### config.mk
export PLATFORM = sky130hd
export DESIGN_NAME = nobl_sram_ctrl
export DESIGN_NICKNAME = d
export VERILOG_FILES = /design/src/rtl/nobl_sram_ctrl.sv
export SDC_FILE = /design/constraint.sdc
export NUM_CORES = 1
export LEC_CHECK = 0
export ABC_AREA = 1
export BUFFER_PORTS_ARGS = -buffer_cell sky130_fd_sc_hd__clkbuf_2
export CORE_MARGIN = 2
export CORE_UTILIZATION = 45
export CTS_BUF_LIST = sky130_fd_sc_hd__clkbuf_8 sky130_fd_sc_hd__clkbuf_16
export DETAILED_ROUTE_END_ITERATION = 10
export PLACE_DENSITY = 0.78
export REMOVE_ABC_BUFFERS = 1
export SYNTH_ARGS = -nofsm -noshare
export SYNTH_HDL_FRONTEND = slang
export SYNTH_SLANG_ARGS = --single-unit
### constraint.sdc
create_clock -name clk -period 1.1 [get_ports clk]
set_clock_uncertainty 0.05 [all_clocks]
set_input_delay 0 -clock clk [delete_from_list [all_inputs] [get_ports clk]]
set_output_delay 0 -clock clk [all_outputs]
set_load 0.02 [all_outputs]
### src/rtl/nobl_sram_ctrl.sv
// ---------------------------------------------------------------------------
// nobl_sram_ctrl
// Initiator-side controller for one NoBL pipelined synchronous SRAM
// (512K x 36, CY7C1370-class). Single-word read/write requests arrive over a
// valid/ready handshake. Write data is driven two clocks after the command.
// Read data returns in order, RD_LAT clocks after the accept edge.
//
// Ports
//   clk, reset          system clock (also the SRAM clock), sync active-high reset
//   req_valid/req_ready client handshake; req_ready is the only combinational output
//   req_wr              1 = write, 0 = read
//   req_addr            word address
//   req_wdata, req_be   write data and active-high byte enables (9-bit lanes)
//   rd_valid, rd_data   one-cycle read return
//   sram_addr           address pins
//   sram_we_b           write enable, low = write
//   sram_bw_b           byte write selects, low = written
//   sram_adv_ld_b       always load (bursts unused)
//   sram_ce_b           combined chip enable
//   sram_oe_b           output enable, low = SRAM may drive
//   sram_cen_b          clock enable, always active
//   sram_wr_data        data towards the pad driver
//   sram_tri_en         1 = FPGA drives the data pads
//   sram_rd_data        data from the pad receiver
// ---------------------------------------------------------------------------
module nobl_sram_ctrl #(
    parameter int ADDR_W = 19,
    parameter int DATA_W = 36,
    parameter int NUM_BW = 4,
    parameter int RD_LAT = 4
) (
    input  logic              clk,
    input  logic              reset,
    input  logic              req_valid,
    output logic              req_ready,
    input  logic              req_wr,
    input  logic [ADDR_W-1:0] req_addr,
    input  logic [DATA_W-1:0] req_wdata,
    input  logic [NUM_BW-1:0] req_be,
    output logic              rd_valid,
    output logic [DATA_W-1:0] rd_data,
    output logic [ADDR_W-1:0] sram_addr,
    output logic              sram_we_b,
    output logic [NUM_BW-1:0] sram_bw_b,
    output logic              sram_adv_ld_b,
    output logic              sram_ce_b,
    output logic              sram_oe_b,
    output logic              sram_cen_b,
    output logic [DATA_W-1:0] sram_wr_data,
    output logic              sram_tri_en,
    input  logic [DATA_W-1:0] sram_rd_data
);

    // ------------------------------------------------------------------
    // Handshake
    // ------------------------------------------------------------------
    logic reset_q;
    logic last_rd_q;
    logic accept;
    logic acc_wr;
    logic acc_rd;

    // A write directly behind a read is held off one cycle so the write
    // drive window cannot collide with the SRAM driving the read data.
    assign req_ready = ~reset_q & ~(last_rd_q & req_wr);
    assign accept    = req_valid & req_ready;
    assign acc_wr    = accept & req_wr;
    assign acc_rd    = accept & ~req_wr;

    always_ff @(posedge clk) begin
        reset_q <= reset;
    end

    // ------------------------------------------------------------------
    // Command pins
    // ------------------------------------------------------------------
    logic              ce_b_q,  ce_b_d;
    logic              we_b_q,  we_b_d;
    logic [NUM_BW-1:0] bw_b_q,  bw_b_d;
    logic [ADDR_W-1:0] addr_q,  addr_d;

    always_comb begin
        ce_b_d = ~accept;
        we_b_d = ~acc_wr;
        bw_b_d = acc_wr ? ~req_be : '1;
        addr_d = accept ? req_addr : addr_q;
    end

    always_ff @(posedge clk) begin
        if (reset) begin
            ce_b_q    <= 1'b1;
            we_b_q    <= 1'b1;
            bw_b_q    <= '1;
            addr_q    <= '0;
            last_rd_q <= 1'b0;
        end else begin
            ce_b_q    <= ce_b_d;
            we_b_q    <= we_b_d;
            bw_b_q    <= bw_b_d;
            addr_q    <= addr_d;
            last_rd_q <= acc_rd;
        end
    end

    // ------------------------------------------------------------------
    // Write data path: two delay stages, then the pad output register,
    // so data and drive enable are valid from edge k+2 to edge k+3.
    // ------------------------------------------------------------------
    logic [1:0]        wv_q;
    logic [DATA_W-1:0] wd0_q;
    logic [DATA_W-1:0] wd1_q;
    logic              tri_en_q;
    logic              oe_b_q;
    logic [DATA_W-1:0] wr_data_q;

    always_ff @(posedge clk) begin
        if (reset) begin
            wv_q      <= '0;
            wd0_q     <= '0;
            wd1_q     <= '0;
            tri_en_q  <= 1'b0;
            oe_b_q    <= 1'b1;
            wr_data_q <= '0;
        end else begin
            wv_q     <= {wv_q[0], acc_wr};
            if (acc_wr) begin
                wd0_q <= req_wdata;
            end
            wd1_q    <= wd0_q;
            tri_en_q <= wv_q[1];
            // Output enable is the complement of our own drive enable.
            oe_b_q   <= wv_q[1];
            if (wv_q[1]) begin
                wr_data_q <= wd1_q;
            end
        end
    end

    // ------------------------------------------------------------------
    // Read path: tag travels RD_LAT-1 stages, the pad data is captured
    // on the following edge together with rd_valid.
    // ------------------------------------------------------------------
    logic [RD_LAT-1:0] rv_q;
    logic              rd_valid_q;
    logic [DATA_W-1:0] rd_data_q;

    always_ff @(posedge clk) begin
        if (reset) begin
            rv_q       <= '0;
            rd_valid_q <= 1'b0;
            rd_data_q  <= '0;
        end else begin
            rv_q       <= {rv_q[RD_LAT-2:0], acc_rd};
            rd_valid_q <= rv_q[RD_LAT-1];
            if (rv_q[RD_LAT-1]) begin
                rd_data_q <= sram_rd_data;
            end
        end
    end

    // ------------------------------------------------------------------
    // Outputs
    // ------------------------------------------------------------------
    assign sram_addr     = addr_q;
    assign sram_we_b     = we_b_q;
    assign sram_bw_b     = bw_b_q;
    assign sram_ce_b     = ce_b_q;
    assign sram_oe_b     = oe_b_q;
    assign sram_wr_data  = wr_data_q;
    assign sram_tri_en   = tri_en_q;
    assign rd_valid      = rd_valid_q;
    assign rd_data       = rd_data_q;
    // Load every cycle and never gate the SRAM clock.
    assign sram_adv_ld_b = 1'b0;
    assign sram_cen_b    = 1'b0;

endmodule

==> reports/qor.json <==
{
  "die_boundary_height": {"value": 119, "unit": "µm"},
  "number_of_diodes": {"value": 0},
  "clock_power_share": {"value": 0.434},
  "switchingPower": {"value": 3.13, "unit": "mW"},
  "route.vias.total": {"value": 5700},
  "drc": {"value": 0},
  "cp.buffers_inverters": {"value": 3},
  "path_delay_family": {"value": "simple AND/OR/NAND/NOR gates"},
  "globalRoute.totalOverflow": {"value": 0},
  "layout.cells.most_common_list": {"value": "clkbuf_2, nor2_1, dfxtp_1, dlygate4sd3_1, o21ai_0"},
  "final.period_utilization": {"value": 1.10},
  "clock_insertion_delay_worst_skew": {"value": 0.42, "unit": "ns"},
  "cts.htree.levels": {"value": 4},
  "sequentialPowerShare": {"value": 0.480},
  "wire_length_of_the_first_global_routing_pass": {"value": 26700, "unit": "µm"},
  "core_area": {"value": 12700, "unit": "µm²"},
  "power-per-cell-area": {"value": 1550, "unit": "nW/µm²"},
  "p_leak": {"value": 4.47, "unit": "nW"},
  "portBuffers": {"value": 199},
  "antenna_violating_nets_post_route": {"value": 0},
  "ff2ff_setup_slack": {"value": -0.11, "unit": "ns"},
  "critical-path-max-stage-delay": {"value": 0.34, "unit": "ns"},
  "timing.max_cap.violations": {"value": 0},
  "total_power": {"value": 14.0, "unit": "mW"},
  "setup_total_negative_slack": {"value": -2.10, "unit": "ns"},
  "pre_cts_ws": {"value": -0.0416, "unit": "ns"},
  "grt_max_degree": {"value": 51},
  "tritoncts": {"value": "done"},
  "clock-sinks": {"value": 179},
  "postRouteWirelength": {"value": 17400, "unit": "µm"},
  "startpoint_type": {"value": "flop"},
  "wl_per_cell": {"value": 14.6, "unit": "µm"},
  "element_type_at_the_critical_path_end": {"value": "flop"},
  "critPathArrivalTime": {"value": 1.50, "unit": "ns"},
  "initial_utilization": {"value": 0.464},
  "grt_pass1_vias": {"value": 5575},
  "avgSynthCellArea": {"value": 8.28, "unit": "µm²"},
  "worst_slack": {"value": -0.107, "unit": "ns"},
  "timing.setup.critical_path_class": {"value": "reg -> reg"},
  "hpwlAfterDp": {"value": 9230, "unit": "µm"},
  "final_core_util": {"value": 0.711},
  "post_dp_cell_area": {"value": 7130, "unit": "µm²"},
  "grt_util_all_layers": {"value": 0.237},
  "synth.ff_latch_count": {"value": 179},
  "achievable-frequency": {"value": 829, "unit": "MHz"},
  "synth_cell_types": {"value": 18},
  "synth.top_cell.area_share": {"value": 0.607},
  "fp.dieArea": {"value": 14000, "unit": "µm²"},
  "clk_root_buffer_cell": {"value": "clkbuf_16"},
  "place.detailed.instances": {"value": 1057},
  "period_needed": {"value": 1.21, "unit": "ns"},
  "holdWs": {"value": 0.0526, "unit": "ns"},
  "unrepaired_setup_endpoints_after_global_routing": {"value": "yes"},
  "drtPass1Iterations": {"value": 7},
  "layout.filler_cells": {"value": 940},
  "vdd_ir_drop_max": {"value": 0.00100, "unit": "V"},
  "placement_rows": {"value": 41},
  "crit_path_top_delay_cell": {"value": "dfxtp_2"},
  "power.combinational.fraction": {"value": 0.086},
  "seq_area_frac_synth": {"value": 0.607},
  "synth_xor_xnor_area_share": {"value": 0},
  "worst_hold_path_type": {"value": "in -> reg"},
  "top_level_ports": {"value": 202},
  "place_congestion": {"value": 0.819},
  "antenna_found_initial": {"value": 0},
  "ys_top_cells_by_area": {"value": "dfxtp_1, nor2_1, nand3_1, o21ai_0, nand2_1"},
  "run_status": {"value": "finished, violations left"},
  "yosys.area_share.simple": {"value": 0.254},
  "cts_buf_count": {"value": 17},
  "post_route_cells_drive_above_1_share": {"value": 0.300},
  "synth_adder_area_share": {"value": 0},
  "post_synth_mux_area_share": {"value": 0},
  "area_growth_syn_to_layout": {"value": 53.3, "unit": "%"},
  "stdcell_area": {"value": 9040, "unit": "µm²"},
  "path_clk_slew": {"value": 0.06, "unit": "ns"},
  "final_hold_viol_count": {"value": 0},
  "synth_area_leader_cell": {"value": "dfxtp_1"},
  "cts_max_path_buffers": {"value": 2},
  "power.share.switching": {"value": 0.223},
  "cell_internal_pwr": {"value": 10.9, "unit": "mW"},
  "timing.critical_path.cells": {"value": "inv_4 > nand3_4 > nor2_4 > buf_12 > inv_2 > nor2_1"},
  "critPathRequiredTime": {"value": 1.39, "unit": "ns"},
  "fp.dieW": {"value": 119, "unit": "µm"},
  "synthesis.yosys.warnings": {"value": 0},
  "critical_path.max_fanout": {"value": 5},
  "synth_top_family_by_area": {"value": "simple AND/OR/NAND/NOR gates"},
  "setup_viol": {"value": 57},
  "syn_inst": {"value": 713},
  "layoutNonFillerInstCount": {"value": 1191},
  "commonest_non_fill_non_tap_cell_in_the_layout": {"value": "clkbuf_2"},
  "detail_route.iter0.violations": {"value": 381},
  "synth_compound_gate_area_share": {"value": 0.0619},
  "netlist_area": {"value": 5900, "unit": "µm²"},
  "nNetsFinal": {"value": 1106},
  "vias_per_cell": {"value": 4.79},
  "slew_viol_final": {"value": 0},
  "violations": {"value": "setup timing"}
}
## worst paths after layout
check	from	endpoint	depth (start not counted)
worst max-delay path	reset_q$_DFF_P_	rv_q[0]$_SDFF_PP0_	6
worst min-delay path	reset	wd1_q[1]$_SDFF_PP0_	3
worst max register to register	reset_q$_DFF_P_	rv_q[0]$_SDFF_PP0_	6
worst min register to register	rv_q[2]$_SDFF_PP0_	rv_q[3]$_SDFF_PP0_	2
## timing repair
item	in CTS	in global routing
pin swaps	0	6
gates cloned	0	4
resized for setup	4	57
endpoints found under the setup margin	54	63
hold endpoints to repair	100	0
hold buffers	98	0
buffers inserted	0	1
## cells by family after synthesis
family | count (synthesis)
simple gates | 363
flops | 179
other cells | 1
buf+inv | 97
compound gates | 73
## per-layer routing
| metal | routed length, µm | up-vias | track usage |
|---|---|---|---|
| li1 | - | 2829 | - |
| met1 | 6930 | 2609 | 0.274 |
| met2 | 8910 | 212 | 0.410 |
| met3 | 1030 | 50 | 0.0729 |
| met4 | 560 | 0 | 0.0915 |
| met5 | 0 | - | 0 |
## cell type report
type	count	area [µm²]	area share
Sequential cell	179	3590	0.396
Timing Repair Buffer	324	2380	0.263
Multi-Input combinational cell	438	2090	0.231
Clock buffer	19	453	0.0501
Tap cell	172	215	0.0238
Inverter	47	181	0.0201
Clock inverter	12	139	0.0154
## worst reg2reg max path, cell delays in order (launching register included)
cell	delay (ns)
dfxtp_2	0.34
inv_4	0.07
nand3_4	0.10
nor2_4	0.23
buf_12	0.17
inv_2	0.05
nor2_1	0.12
## synthesized netlist by cell type (all sizes together)
cell    number
nand2       80
nand3       92
clkbuf       7
conb         1
o21ai       72
nand4        1
nor2       190
inv         47
buf         43
dfxtp      179
a21oi        1
## power by group through the flow
stage	Combinational, mW	Sequential, mW	Clock, mW
3_3_place_gp	0.783	6.85	0
4_1_cts	1.08	6.71	6.16
3_5_place_dp	0.791	6.85	0
5_1_grt	1.30	6.73	6.48
2_1_floorplan	0.245	6.95	0
6_report	1.20	6.72	6.08
## state kept, by name, summed over array words and instances, names as in the netlist
register and flops:
wd0_q 36, sram_bw_b 4, sram_oe_b 1, sram_we_b 1, sram_ce_b 1, sram_wr_data 36, sram_tri_en 1, rv_q 4
wd1_q 36, rd_data 36, wv_q 2, rd_valid 1, reset_q 1, sram_addr 19
(Power assumes the default switching activity.)
